===== src/rtl/rx_config_sequencer.sv =====
// Shadow/live MAC-IP configuration table with a quiescence-gated atomic commit.
// Rx is held off while the live table is rewritten so the scanner never sees a mixed set.
module rx_config_sequencer #(
    parameter int unsigned aw            = 4,
    parameter int unsigned quiet_cycles  = 16,
    parameter int unsigned drain_timeout = 4095
) (
    input  logic          clk,
    input  logic          rst,
    input  logic [aw-1:0] host_a,
    input  logic [7:0]    host_d,
    input  logic          host_we,
    input  logic          host_commit,
    input  logic          host_rx_en,
    input  logic          eth_in_s,
    input  logic          odata_s,
    input  logic [aw-1:0] ip_a,
    output logic [7:0]    ip_d,
    output logic          enable_rx,
    output logic          cfg_busy,
    output logic          cfg_done,
    output logic          cfg_reject,
    output logic          cfg_err
);
    localparam int unsigned depth  = 1 << aw;
    localparam int unsigned cw     = aw + 1;
    localparam int unsigned qw     = $clog2(quiet_cycles + 1);
    localparam int unsigned dw_min = $clog2(drain_timeout + 1);
    localparam int unsigned dw     = (dw_min > 12) ? dw_min : 12;

    localparam logic [qw-1:0] quiet_max = qw'(quiet_cycles);
    localparam logic [dw-1:0] drain_max = dw'(drain_timeout);
    localparam logic [cw-1:0] copy_last = cw'(depth);

    typedef enum logic [1:0] {StIdle, StDrain, StCopy} state_e;

    state_e        state_q;
    logic [qw-1:0] quiet_q;
    logic [dw-1:0] drain_q;
    logic [cw-1:0] copy_q;
    logic [7:0]    rd_q;

    logic [7:0] shadow [depth];
    logic [7:0] live   [depth];

    logic [qw-1:0] quiet_nx;
    logic [dw-1:0] drain_nx;
    logic          quiet_hit;
    logic          timeout_hit;
    logic          shadow_we;
    logic          live_we;
    logic [aw-1:0] live_wa;

    always_comb begin
        quiet_nx = '0;
        if (!(eth_in_s || odata_s)) begin
            quiet_nx = (quiet_q == quiet_max) ? quiet_q : quiet_q + 1'b1;
        end
        drain_nx    = drain_q + 1'b1;
        quiet_hit   = (quiet_nx == quiet_max);
        timeout_hit = (drain_timeout != 0) && (drain_nx == drain_max);
        shadow_we   = host_we && (state_q == StIdle);
        // The shadow read runs one cycle ahead, so the write lags the copy address by one.
        live_we     = (state_q == StCopy) && (copy_q != '0);
        live_wa     = copy_q[aw-1:0] - 1'b1;
    end

    // Table storage is deliberately not reset.
    always_ff @(posedge clk) begin
        if (shadow_we) begin
            shadow[host_a] <= host_d;
        end
        if (live_we) begin
            live[live_wa] <= rd_q;
        end
        if ((state_q == StCopy) && !copy_q[aw]) begin
            rd_q <= shadow[copy_q[aw-1:0]];
        end
    end

    always_ff @(posedge clk or posedge rst) begin
        if (rst) begin
            state_q    <= StIdle;
            quiet_q    <= '0;
            drain_q    <= '0;
            copy_q     <= '0;
            ip_d       <= '0;
            enable_rx  <= 1'b0;
            cfg_busy   <= 1'b0;
            cfg_done   <= 1'b0;
            cfg_reject <= 1'b0;
            cfg_err    <= 1'b0;
        end else begin
            ip_d       <= live[ip_a];
            enable_rx  <= host_rx_en && (state_q == StIdle);
            cfg_done   <= 1'b0;
            cfg_reject <= (host_we || host_commit) && (state_q != StIdle);
            unique case (state_q)
                StIdle: begin
                    if (host_commit) begin
                        state_q  <= StDrain;
                        quiet_q  <= '0;
                        drain_q  <= '0;
                        cfg_err  <= 1'b0;
                        cfg_busy <= 1'b1;
                    end
                end
                StDrain: begin
                    quiet_q <= quiet_nx;
                    drain_q <= drain_nx;
                    // Quiescence takes priority over a timeout landing on the same cycle.
                    if (quiet_hit) begin
                        state_q <= StCopy;
                        copy_q  <= '0;
                    end else if (timeout_hit) begin
                        state_q  <= StIdle;
                        cfg_err  <= 1'b1;
                        cfg_busy <= 1'b0;
                    end
                end
                StCopy: begin
                    copy_q <= copy_q + 1'b1;
                    if (copy_q == copy_last) begin
                        state_q  <= StIdle;
                        cfg_done <= 1'b1;
                        cfg_busy <= 1'b0;
                    end
                end
                default: state_q <= StIdle;
            endcase
        end
    end
endmodule


===== config.mk =====
export PLATFORM = sky130hd
export DESIGN_NAME = rx_config_sequencer
export DESIGN_NICKNAME = d
export VERILOG_FILES = /design/src/rtl/rx_config_sequencer.sv
export SDC_FILE = /design/constraint.sdc
export NUM_CORES = 1
export LEC_CHECK = 0
export ABC_AREA = 1
export CAP_MARGIN = 20
export CORE_AREA = 5 5 193 121
export DETAILED_ROUTE_END_ITERATION = 12
export DIE_AREA = 0 0 198 126
export PLACE_DENSITY = 0.82
export SLEW_MARGIN = 20
export SYNTH_ARGS = -nofsm -noshare
export SYNTH_HDL_FRONTEND = slang
export SYNTH_SLANG_ARGS = --single-unit

===== constraint.sdc =====
create_clock -name clk -period 3 [get_ports clk]
set_input_delay 0.75 -clock clk [delete_from_list [all_inputs] [get_ports clk]]
set_output_delay 0.75 -clock clk [all_outputs]
set_load 0.03 [all_outputs]

After elaboration in Yosys (flattened, before gate mapping)
Memories as Yosys holds them, arrays and structs flattened. A register that Yosys moved wholly into a read port is not among the register bits.
Index checks and enable logic that the tools add are counted.
W data, S select, Z words.
{"block": "totals", "wordCells": 74, "in_bits": 23, "n_memories": 2, "regBits": 29, "ramBits": 256}
{"name": "live", "words": 16, "word_bits": 8, "read_ports": 1, "rd_ports_with_merged_regs": 1, "wr": 1, "line": "44", "source": "logic [7:0] live [depth];"}
{"name": "shadow", "words": 16, "word_bits": 8, "read_ports": 1, "rd_ports_with_merged_regs": 1, "wr": 1, "line": "43", "source": "logic [7:0] shadow [depth];"}
{"block": "classes", "eq_ne": 12, "reduce_logical": 19, "muxes": 28, "addsub": 4}
{"op": "$pmux W12 S2", "count": 1}
{"op": "$mux W5", "count": 4}
{"op": "$pmux W5 S2", "count": 2}
{"op": "$eq A5 B5 Y1 const B", "count": 3}
{"op": "$mux W1", "count": 13}
{"op": "$add A12 B1 Y12 const B", "count": 1}
{"op": "$eq A12 B12 Y1 const B", "count": 1}
{"op": "$mux W12", "count": 1}
{"op": "$add A5 B1 Y5 const B", "count": 2}
{"op": "$mux W2", "count": 4}
{"op": "$ne A2 B2 Y1 const B", "count": 4}
{"op": "$pmux W2 S3", "count": 1}
{"op": "$reduce_bool A2 Y1", "count": 3}
{"op": "$logic_and A1 B1 Y1", "count": 5}
{"op": "$reduce_and A5 Y1", "count": 1}
{"op": "$reduce_bool A5 Y1", "count": 1}
{"op": "$reduce_and A2 Y1", "count": 2}
{"op": "$reduce_and A4 Y1", "count": 1}
{"op": "$sub A4 B1 Y4 const B", "count": 1}
{"op": "$ne A3 B3 Y1 const B", "count": 1}
{"op": "$pmux W1 S3", "count": 1}
{"op": "$reduce_and A3 Y1", "count": 1}
{"op": "$reduce_bool A3 Y1", "count": 1}
{"op": "$eq A2 B1 Y1 const B", "count": 1}
{"op": "6 further kinds", "count": 7}

Logic depth before layout (Yosys ltp)
Gate-level depths: netlist of the first run.
{"block": "logic_depth", "word_depth": 6, "depth_mapped": 13, "ltp_nobuf": 13}

Worst setup path before layout of the first run
OpenSTA, ideal clock, no wires.
{"block": "synth_timing", "path_kind": "register to register", "from": "register copy_q[0]", "to": "memory live[0][0], enable pin", "period_less_slack_ps": 2280, "slack_ps": 720, "path_stages_with_launch": 11, "arrival_time_ps": 1910, "cell_sequence": "dfrtp_1 -> buf_2 -> inv_2 -> buf_2 -> buf_2 -> ha_1 -> nand3_1 -> o21ai_0 -> inv_1 -> nand2_1 -> nor2_1"}
{"block": "synth_between", "elab_chain_cells": 4, "word_cells_on_any_way": 5, "cone_classes": "1 x add/sub; 2 x mux; 2 x reduce/logical"}
{"element": "start, declared", "line": "40", "source": "logic [cw-1:0] copy_q;"}
{"element": "start signal, assigned", "line": "122", "source": "copy_q <= copy_q + 1'b1;"}
{"element": "$reduce_bool A5 Y1", "line": "64", "source": "live_we = (state_q == StCopy) && (copy_q != '0);"}
{"element": "$logic_and A1 B1 Y1", "line": "64"}
{"element": "$mux W1", "line": "73", "source": "if (live_we) begin"}
{"element": "$mux W1 (not written as such)", "line": "74", "source": "live[live_wa] <= rd_q;"}
{"element": "end, declared", "line": "44"}
Parallel ways exist; a longest one is shown, timed or not.

Worst setup path after layout of the first run
{"block": "layout_timing", "from": "register cfg_err", "to": "output port cfg_err"}
{"element": "start, declared", "line": "23", "source": "output logic cfg_err"}
{"element": "start signal, assigned", "line": "92", "source": "cfg_err <= 1'b0;"}
{"element": "start signal, assigned", "line": "104", "source": "cfg_err <= 1'b0;"}
{"element": "start signal, assigned", "line": "117", "source": "cfg_err <= 1'b1;"}
No word-level cell between the ends.

==> impl_metrics.env, run 1 <==
export IMPL_max_cap_violations=0
export IMPL_clock_latency_ns=0.53
export IMPL_core_sq_mm=0.0214
export IMPL_rsz0062_at_grt="false"
export IMPL_cellPowerDensity_mw_per_mm2=633
export IMPL_final_core_util_pct=66.6
export IMPL_clockBufferDepth=3
export IMPL_yosys_warnings=0
export IMPL_arrival_ns=1.60
export IMPL_syn_avg_cell_area_sq_um=12.5
export IMPL_tightest_slew_ns=0.996
export IMPL_layout_setup_ws_ns=0.654
export IMPL_r2r_end="live[6][2]"
export IMPL_fmax_ghz=0.426
export IMPL_hold_depth=2
export IMPL_dp_hpwl_mm=18.1
export IMPL_hp_start="cfg_busy"
export IMPL_synth_edf_count=264
export IMPL_clkTransAtPathRegs_ns=0.07
export IMPL_cp_slowest_cell="clkdlybuf4s50_1"
export IMPL_crit_buf_inv=1
export IMPL_grt_max_degree=57
export IMPL_areaGrowthSynthToFinish_pct=13.6
export IMPL_syn_area_sq_mm=0.0126
export IMPL_ios=36
export IMPL_fin_area_sq_mm=0.0143
export IMPL_worstSetupPathType="register to primary output"
export IMPL_layout_nets=1099
export IMPL_grt_total_usage_pct=22.1
export IMPL_internal_power_mw=6.91
export IMPL_place_inst=1318
export IMPL_critical_path_top_delay_family="buffers and inverters"
export IMPL_pre_cts_slack_ns=0.439
export IMPL_first_iter_violations=1041
export IMPL_wl_per_cell_um=20.2
export IMPL_most_common_layout_cells="edfxtp_1 (264), o21ai_0 (112), nor2_1 (109), nand2_1 (99), inv_1 (75)"
export IMPL_placed_cell_area_sq_mm=0.0134
export IMPL_power_frac_comb_pct=9.6
export IMPL_power_mw=9.03
export IMPL_fillers=1472
export IMPL_gp_congestion=0.881
export IMPL_antenna_found_initial=0
export IMPL_yosysUniqueCellTypes=34
export IMPL_instances_no_fill=1367
export IMPL_peakVddDrop_uv=496
export IMPL_reg2reg_depth=5
export IMPL_die_w_um=198
export IMPL_hold_class="register to register"
export IMPL_status="finished, final reports clean"
export IMPL_gr_total_overflow=0
export IMPL_min_period_ns=2.35
export IMPL_initial_core_util_pct=58.6
export IMPL_slowest_delay_ns=0.68
export IMPL_cp_max_fo=2
export IMPL_die_h_um=126
export IMPL_num_vias=8138
export IMPL_yosysSeqAreaShare_pct=70.5
export IMPL_worstPathRequired_ns=2.25
export IMPL_numPortBuffers=35
export IMPL_relSlewSlack_pct=33.4
export IMPL_power_leakage_nw=5.11
export IMPL_syn_nets=1041
export IMPL_crit_chain="clkdlybuf4s50_1"
export IMPL_post_cts_resized=0
export IMPL_synth_ff_latch_count=301
export IMPL_top_layer="met4"
export IMPL_p_sw_mw=2.12
export IMPL_clkPwrFrac_pct=38.3
export IMPL_p_sw_share_pct=23.5
export IMPL_cp_end_kind="primary output"
export IMPL_numClockSinks=301
export IMPL_final_common_cell="edfxtp_1"
export IMPL_ctsHoldBuffers=0
export IMPL_power_frac_seq_pct=52.1
export IMPL_clock_skew_ns=0.0182
export IMPL_regToRegStartpoint="copy_q[3]"
export IMPL_drv_slew=0
export IMPL_totalWireLength_mm=27.6
export IMPL_drt_met1_wl_mm=12.2
export IMPL_die_area_sq_mm=0.0249
export IMPL_hold_ws_ns=0.504
export IMPL_async_reset_ff_share_pct=12.3
export IMPL_start_kind="register"
export IMPL_min_period_over_period_pct=78.2
export IMPL_synth_ff_type="edfxtp_1"
export IMPL_wl_met3_mm=3.06
export IMPL_cts_setup_buffers=0
export IMPL_avgViaCountPerCell=5.95
export IMPL_min_to="cfg_busy"
export IMPL_ant_nets=0
export IMPL_cts_made_buffers=27
export IMPL_finalHoldViolations=0
export IMPL_syn_inst=1003
export IMPL_r2r_slack_ns=0.67
export IMPL_dr_pass1_iters=5
export IMPL_htreeDepth=1
export IMPL_tns_ns=0
export IMPL_route_detailed_drc=0
export IMPL_grt_pass1_vias=7577
export IMPL_setup_violations=0
export IMPL_cts_tree="built"
export IMPL_drive_gt1_share_pct=10.7
export IMPL_grt_pass1_wl_mm=42.8
export IMPL_diodes=0
export IMPL_rows=42
export IMPL_cts_root_buf="clkbuf_16"
export IMPL_dr_wl_met2_mm=11.9
==> power by group through the flow <==
stage               Combinational (mW)  Clock (mW)  Sequential [mW]
floorplan                        0.484           0             4.84
global placement                 0.830           0             4.78
detailed placement               0.865           0             4.79
CTS                              0.872        3.50             4.70
global route                     0.959        3.70             4.71
finish                           0.870        3.46             4.70
==> routing by layer <==
metal / global-route usage (%) / vias up
met4: 3.48 / 0
met1: 35.2 / 3967
met3: 5.50 / 34
met2: 31.8 / 398
li1: - / 3739
met5: 0 / -
==> registers in the layout, summed over array words and instances, names as in the netlist, 2 cells and up <==
name / flops
shadow: 128
quiet_q: 5
copy_q: 5
live: 128
rd_q: 8
drain_q: 12
state_q: 2
ip_d: 8
==> how the worst max path moves through the flow <==
stage	start	to	slack (ns)	depth (start not counted)
final	cfg_err	cfg_err	0.65	1
after detailed placement	host_we	shadow[10][1]	0.44	5
after CTS	cfg_err	cfg_err	0.64	1
after floorplan	copy_q[0]	live[0][0]	0.72	10
after global placement	host_we	shadow[10][1]	0.51	5
after global routing	copy_q[1]	live[6][5]	0.57	7
==> worst reg2reg max path, delay by kind of cell (launching register included) <==
family        cells  cell delay (ns)
xor+xnor          1             0.22
buf+inv           2             0.47
flops             1             0.40
simple gates      2             0.87
==> layout make-up <==
cell class | count | area [sq um] | share of cell area, %
Inverter | 80 | 300 | 2.10
Timing Repair Buffer | 76 | 668 | 4.68
Sequential cell | 301 | 8850 | 62.1
Clock buffer | 32 | 694 | 4.87
Multi-Input combinational cell | 575 | 3210 | 22.5
Tap cell | 286 | 358 | 2.51
Clock inverter | 17 | 184 | 1.29
==> cells by family after synthesis <==
kind of cell	share of synthesized area (%)
AOI/OAI and AO/OA	10.7
xor gates and xnor gates	0.349
adders and majority gates	1.49
buffers and inverters	3.96
DFF	70.5
muxes	2.55
and+or+nand+nor	10.4
==> cell usage after synthesis (4+ instances only) <==
library cell	n	share of area [%]
nand2_1	99	3.0
o211ai_1	35	2.1
edfxtp_1	264	63
nand3_1	50	2.0
nor2_2	7	0.35
inv_1	75	2.2
xor2_1	4	0.28
nor2_1	109	3.3
nand3_2	5	0.40
o21ai_1	4	0.16
nand2_2	7	0.35
nor2_4	5	0.45
o22ai_1	29	1.4
dfrtp_1	37	7.4
o221ai_1	13	0.91
clkbuf_1	31	0.93
a21oi_1	32	1.3
ha_1	15	1.5
o21ai_0	112	4.5
mux2i_1	32	2.5
nand4_1	8	0.40
buf_2	11	0.44
inv_2	4	0.12
No activity file was read; power rests on OpenSTA's default activity.
==> run 2, diff against run 1 <==
- clock period: 3 -> 2.45 ns (I/O delays scaled with it)
==> run 2 against run 1 <==
Setup slack got worse by 0.42 ns. Clock skew decreased by 0.011 ns. Global-route usage increased by 0.54 points. First-iteration DRC count decreased by 2.4%. Sequential share of layout area decreased by 0.44 points. Largest power group unchanged.
==> impl_metrics.env, run 2 (synthesis gave the netlist of run 1 again) <==
export IMPL_tightest_slew_ns=0.670
export IMPL_cp_slowest_cell="clkdlybuf4s50_1"
export IMPL_min_period_over_period_pct=90.3
export IMPL_fmax_ghz=0.452
export IMPL_ant_nets=0
export IMPL_cts_tree="built"
export IMPL_clkPwrFrac_pct=36.1
export IMPL_ios=36
export IMPL_layout_nets=1123
export IMPL_cts_setup_buffers=0
export IMPL_clock_latency_ns=0.53
export IMPL_p_sw_share_pct=24.1
export IMPL_crit_buf_inv=1
export IMPL_clockBufferDepth=3
export IMPL_rows=42
export IMPL_tns_ns=0
export IMPL_power_leakage_nw=5.20
export IMPL_cellPowerDensity_mw_per_mm2=750
export IMPL_grt_pass1_wl_mm=44.0
export IMPL_clkTransAtPathRegs_ns=0.07
export IMPL_slowest_delay_ns=0.68
export IMPL_first_iter_violations=1016
export IMPL_cp_end_kind="primary output"
export IMPL_placed_cell_area_sq_mm=0.0136
export IMPL_instances_no_fill=1390
export IMPL_gr_total_overflow=0
export IMPL_hold_class="register to register"
export IMPL_numPortBuffers=35
export IMPL_num_vias=8359
export IMPL_top_layer="met4"
export IMPL_cp_startpoint="cfg_done"
export IMPL_avgViaCountPerCell=6.01
export IMPL_largest_registers="live (128), shadow (128), drain_q (12)"
export IMPL_hp_start="cfg_err"
export IMPL_layout_setup_ws_ns=0.239
export IMPL_status="finished, final reports clean"
export IMPL_grt_pass1_vias=7898
export IMPL_power_frac_comb_pct=10.4
export IMPL_peakVddDrop_uv=654
export IMPL_setup_violations=0
export IMPL_drt_met1_wl_mm=12.3
export IMPL_start_kind="register"
export IMPL_totalWireLength_mm=28.3
export IMPL_wl_met3_mm=3.06
export IMPL_fin_area_sq_mm=0.0144
export IMPL_arrival_ns=1.60
export IMPL_cts_root_buf="clkbuf_16"
export IMPL_min_period_ns=2.21
export IMPL_finalHoldViolations=0
export IMPL_pre_cts_slack_ns=0.204
export IMPL_dr_wl_met2_mm=12.4
export IMPL_worstSetupPathType="register to primary output"
export IMPL_final_common_cell="edfxtp_1"
export IMPL_fillers=1443
export IMPL_die_w_um=198
export IMPL_htreeDepth=1
export IMPL_ctsHoldBuffers=0
export IMPL_areaGrowthSynthToFinish_pct=14.4
export IMPL_die_h_um=126
export IMPL_core_sq_mm=0.0214
export IMPL_antenna_found_initial=0
export IMPL_diodes=0
export IMPL_grt_max_degree=69
export IMPL_rsz0062_at_grt="false"
export IMPL_regToRegStartpoint="copy_q[1]"
export IMPL_final_core_util_pct=67.0
export IMPL_worstPathRequired_ns=1.84
export IMPL_grt_total_usage_pct=22.6
export IMPL_relSlewSlack_pct=55.2
export IMPL_power_frac_seq_pct=53.5
export IMPL_crit_chain="clkdlybuf4s50_1"
export IMPL_route_detailed_drc=0
export IMPL_dp_hpwl_mm=18.7
export IMPL_dr_pass1_iters=5
export IMPL_place_inst=1342
export IMPL_drv_slew=0
export IMPL_critical_path_top_delay_family="buffers and inverters"
export IMPL_initial_core_util_pct=58.6
export IMPL_wl_per_cell_um=20.4
export IMPL_cts_made_buffers=27
export IMPL_post_cts_resized=0
export IMPL_numClockSinks=301
export IMPL_gp_congestion=0.901
export IMPL_most_common_layout_cells="edfxtp_1 (264), o21ai_0 (112), nor2_1 (109), nand2_1 (99), inv_1 (75)"
export IMPL_max_cap_violations=0
export IMPL_p_sw_mw=2.59
export IMPL_drive_gt1_share_pct=12.5
export IMPL_die_area_sq_mm=0.0249
export IMPL_internal_power_mw=8.18
export IMPL_clock_skew_ns=0.00694
export IMPL_cp_max_fo=1
run 2: cell count changes in the layout (fill, tap and decap cells not counted):
cell        previous run  this run
clkbuf_1               5         7
inv_6                  0         1
clkinv_1               7         6
clkinv_4               1         0
buf_4                 41        65
clkinvlp_4             1         2
bufinv_16              4         1
run 2: metal layers:
| layer | up-vias | global-route usage (%) |
|---|---|---|
| li1 | 3791 | - |
| met1 | 4053 | 35.4 |
| met2 | 467 | 32.7 |
| met3 | 48 | 5.66 |
| met4 | 0 | 4.69 |
| met5 | - | 0 |
run 2: cell type report:
cell class | count | area [sq um] | area share (%)
Multi-Input combinational cell | 575 | 3210 | 22.3
Clock inverter | 14 | 97.6 | 0.679
Timing Repair Buffer | 100 | 848 | 5.90
Sequential cell | 301 | 8850 | 61.6
Tap cell | 286 | 358 | 2.49
Clock buffer | 34 | 702 | 4.88
Inverter | 80 | 300 | 2.09
run 2: worst paths after layout:
path	depth (start not counted)	slack [ns]	to
max	1	0.24	cfg_done
min reg2reg	2	0.49	cfg_err
max reg2reg	6	0.34	live[10][4]
min	2	0.49	cfg_err
min in group asynchronous	3	0.50	ip_d[4]
max in group asynchronous	3	1.57	copy_q[0]
run 2: power groups by stage:
stage / logic, mW / registers, mW / clock network (mW)
after floorplan: 0.593 / 5.92 / 0
after global placement: 1.07 / 5.86 / 0
after detailed placement: 1.10 / 5.87 / 0
after CTS: 1.11 / 5.76 / 3.93
after global routing: 1.22 / 5.77 / 4.17
final: 1.12 / 5.76 / 3.89
run 2: metrics by stage:
stage	power, mW	hold WS, ns
6_report	10.8	0.495
5_1_grt	11.2	0.520
4_1_cts	10.8	0.498
3_5_place_dp	6.97	0.482
3_3_place_gp	6.92	0.467
2_1_floorplan	6.52	0.490
==> run 3, diff against run 2 <==
- CORE_AREA: 5 5 193 121 -> 5 5 211 111
- DIE_AREA: 0 0 198 126 -> 0 0 216 116
- REMOVE_ABC_BUFFERS: not set -> 1
==> run 3 against run 2 <==
Global-route usage is 2.2 points higher. Design area is 0.57% lower. Clock-buffer cell count is 2 higher. Non-clock buffer count is 20 lower. First-iteration DRC count is 37% higher. Combinational power hardly changed. Wire length is 8.6% higher. Critical path type is now register to register. Critical endpoint is now live[6][7]. Largest cell class unchanged. Largest power group unchanged. Highest routed layer is now met5.
==> impl_metrics.env, run 3 (synthesis gave the netlist of run 1 again) <==
export IMPL_cellPowerDensity_mw_per_mm2=760
export IMPL_numPortBuffers=35
export IMPL_power_frac_comb_pct=10.2
export IMPL_peakVddDrop_uv=516
export IMPL_diodes=0
export IMPL_final_common_cell="edfxtp_1"
export IMPL_antenna_found_initial=1
export IMPL_die_h_um=116
export IMPL_dr_pass1_iters=6
export IMPL_placed_cell_area_sq_mm=0.0135
export IMPL_min_period_over_period_pct=96.0
export IMPL_core_sq_mm=0.0213
export IMPL_cp_max_fo=8
export IMPL_tns_ns=0
export IMPL_cts_made_buffers=26
export IMPL_rows=38
export IMPL_initial_core_util_pct=59.1
export IMPL_most_common_layout_cells="edfxtp_1 (264), o21ai_0 (112), nor2_1 (109), nand2_1 (99), inv_1 (75)"
export IMPL_first_iter_violations=1393
export IMPL_gr_total_overflow=0
export IMPL_clock_skew_ns=0.0190
export IMPL_route_detailed_drc=0
export IMPL_die_area_sq_mm=0.0251
export IMPL_grt_pass1_vias=7975
export IMPL_place_inst=1316
export IMPL_ant_nets=0
export IMPL_p_sw_mw=2.68
export IMPL_gp_congestion=0.930
export IMPL_clkPwrFrac_pct=36.9
export IMPL_fmax_ghz=0.425
export IMPL_tightest_slew_ns=1.01
export IMPL_grt_max_degree=65
export IMPL_drive_gt1_share_pct=11.4
export IMPL_drv_slew=0
export IMPL_avgViaCountPerCell=6.16
export IMPL_clockBufferDepth=3
export IMPL_fin_area_sq_mm=0.0143
export IMPL_worstSetupPathType="register to register"
export IMPL_p_sw_share_pct=24.7
export IMPL_hold_class="input pin to async pin"
export IMPL_finalHoldViolations=0
export IMPL_largest_registers="live (128), shadow (128), drain_q (12)"
export IMPL_clkTransAtPathRegs_ns=0.07
export IMPL_htreeDepth=1
export IMPL_areaGrowthSynthToFinish_pct=13.7
export IMPL_instances_no_fill=1363
export IMPL_power_frac_seq_pct=53.0
export IMPL_worstPathRequired_ns=2.61
export IMPL_arrival_ns=2.52
export IMPL_layout_nets=1102
export IMPL_wl_per_cell_um=22.5
export IMPL_min_period_ns=2.35
export IMPL_ctsHoldBuffers=0
export IMPL_cts_root_buf="clkbuf_16"
export IMPL_grt_pass1_wl_mm=47.3
export IMPL_numClockSinks=301
export IMPL_max_cap_violations=0
export IMPL_setup_violations=0
export IMPL_hold_ws_ns=0.431
export IMPL_num_vias=8396
export IMPL_die_w_um=216
export IMPL_relSlewSlack_pct=32.3
export IMPL_rsz0062_at_grt="false"
export IMPL_clock_latency_ns=0.55
export IMPL_dp_hpwl_mm=20.3
export IMPL_cts_tree="built"
export IMPL_ios=36
export IMPL_grt_total_usage_pct=24.8
export IMPL_post_cts_resized=0
export IMPL_cts_setup_buffers=0
export IMPL_start_kind="register"
export IMPL_power_leakage_nw=5.12
export IMPL_fillers=1445
export IMPL_internal_power_mw=8.18
export IMPL_totalWireLength_mm=30.7
export IMPL_cp_end_kind="register"
export IMPL_status="finished, final reports clean"
-- run 3: changes by cell type in the layout (fill, tap and decap cells not counted), sizes merged --
cell	delta
buf	-20
bufinv	-1
clkbuf	+2
clkinv	-2
-- run 3: per-stage QoR --
stage	setup WS [ns]	total power [mW]	utilization, %
2_1_floorplan	-0.895	6.47	-
3_3_place_gp	0.225	6.91	63.3
3_5_place_dp	0.165	6.94	63.3
4_1_cts	0.184	10.9	67.2
5_1_grt	0.0525	11.3	67.2
6_report	0.0969	10.9	67.2
-- run 3: area by class of cell --
type | instances | area, sq um | share of cell area, %
multi-input combinational | 575 | 3210 | 22.5
timing repair buffer | 80 | 736 | 5.15
clock buffer | 36 | 748 | 5.24
sequential | 301 | 8850 | 62.0
clock inverter | 11 | 88.8 | 0.622
tap | 280 | 350 | 2.45
inverter | 80 | 300 | 2.10
-- run 3: power by group through the flow --
stage | clock [mW] | sequential (mW) | combinational, mW
after floorplan | 0 | 5.93 | 0.536
after global routing | 4.29 | 5.76 | 1.21
after detailed placement | 0 | 5.86 | 1.08
final | 4.00 | 5.75 | 1.10
after CTS | 4.04 | 5.75 | 1.09
after global placement | 0 | 5.85 | 1.05
-- run 3: layer usage --
layer	share of wire [%]	up-vias	track usage (%)	wire, um
li1	-	3750	-	-
met1	43	3987	39.2	13100
met2	40	612	33.0	12200
met3	16	45	10.0	4960
met4	1.5	2	3.77	458
met5	0.023	-	0	7
-- run 3: final timing paths --
| check | cells past startpoint | slack, ns | from | to |
|---|---|---|---|---|
| worst max-delay path | 6 | 0.1 | state_q[0] | live[6][7] |
| worst min-delay path | 3 | 0.43 | rst | drain_q[2] |
| worst max register to register | 6 | 0.1 | state_q[0] | live[6][7] |
| worst min register to register | 2 | 0.48 | cfg_busy | cfg_busy |
| max in group asynchronous | 3 | 1.80 | rst | copy_q[0] |
| min in group clk | 2 | 0.48 | cfg_busy | cfg_busy |
-- run 3: critical path: stages, from the launching register on --
cell and delay [ns]:
dfrtp_1 0.42, inv_1 0.10, ha_1 0.24, o21ai_0 0.15
inv_1 0.14, nand2_1 0.13, nor2_1 0.80
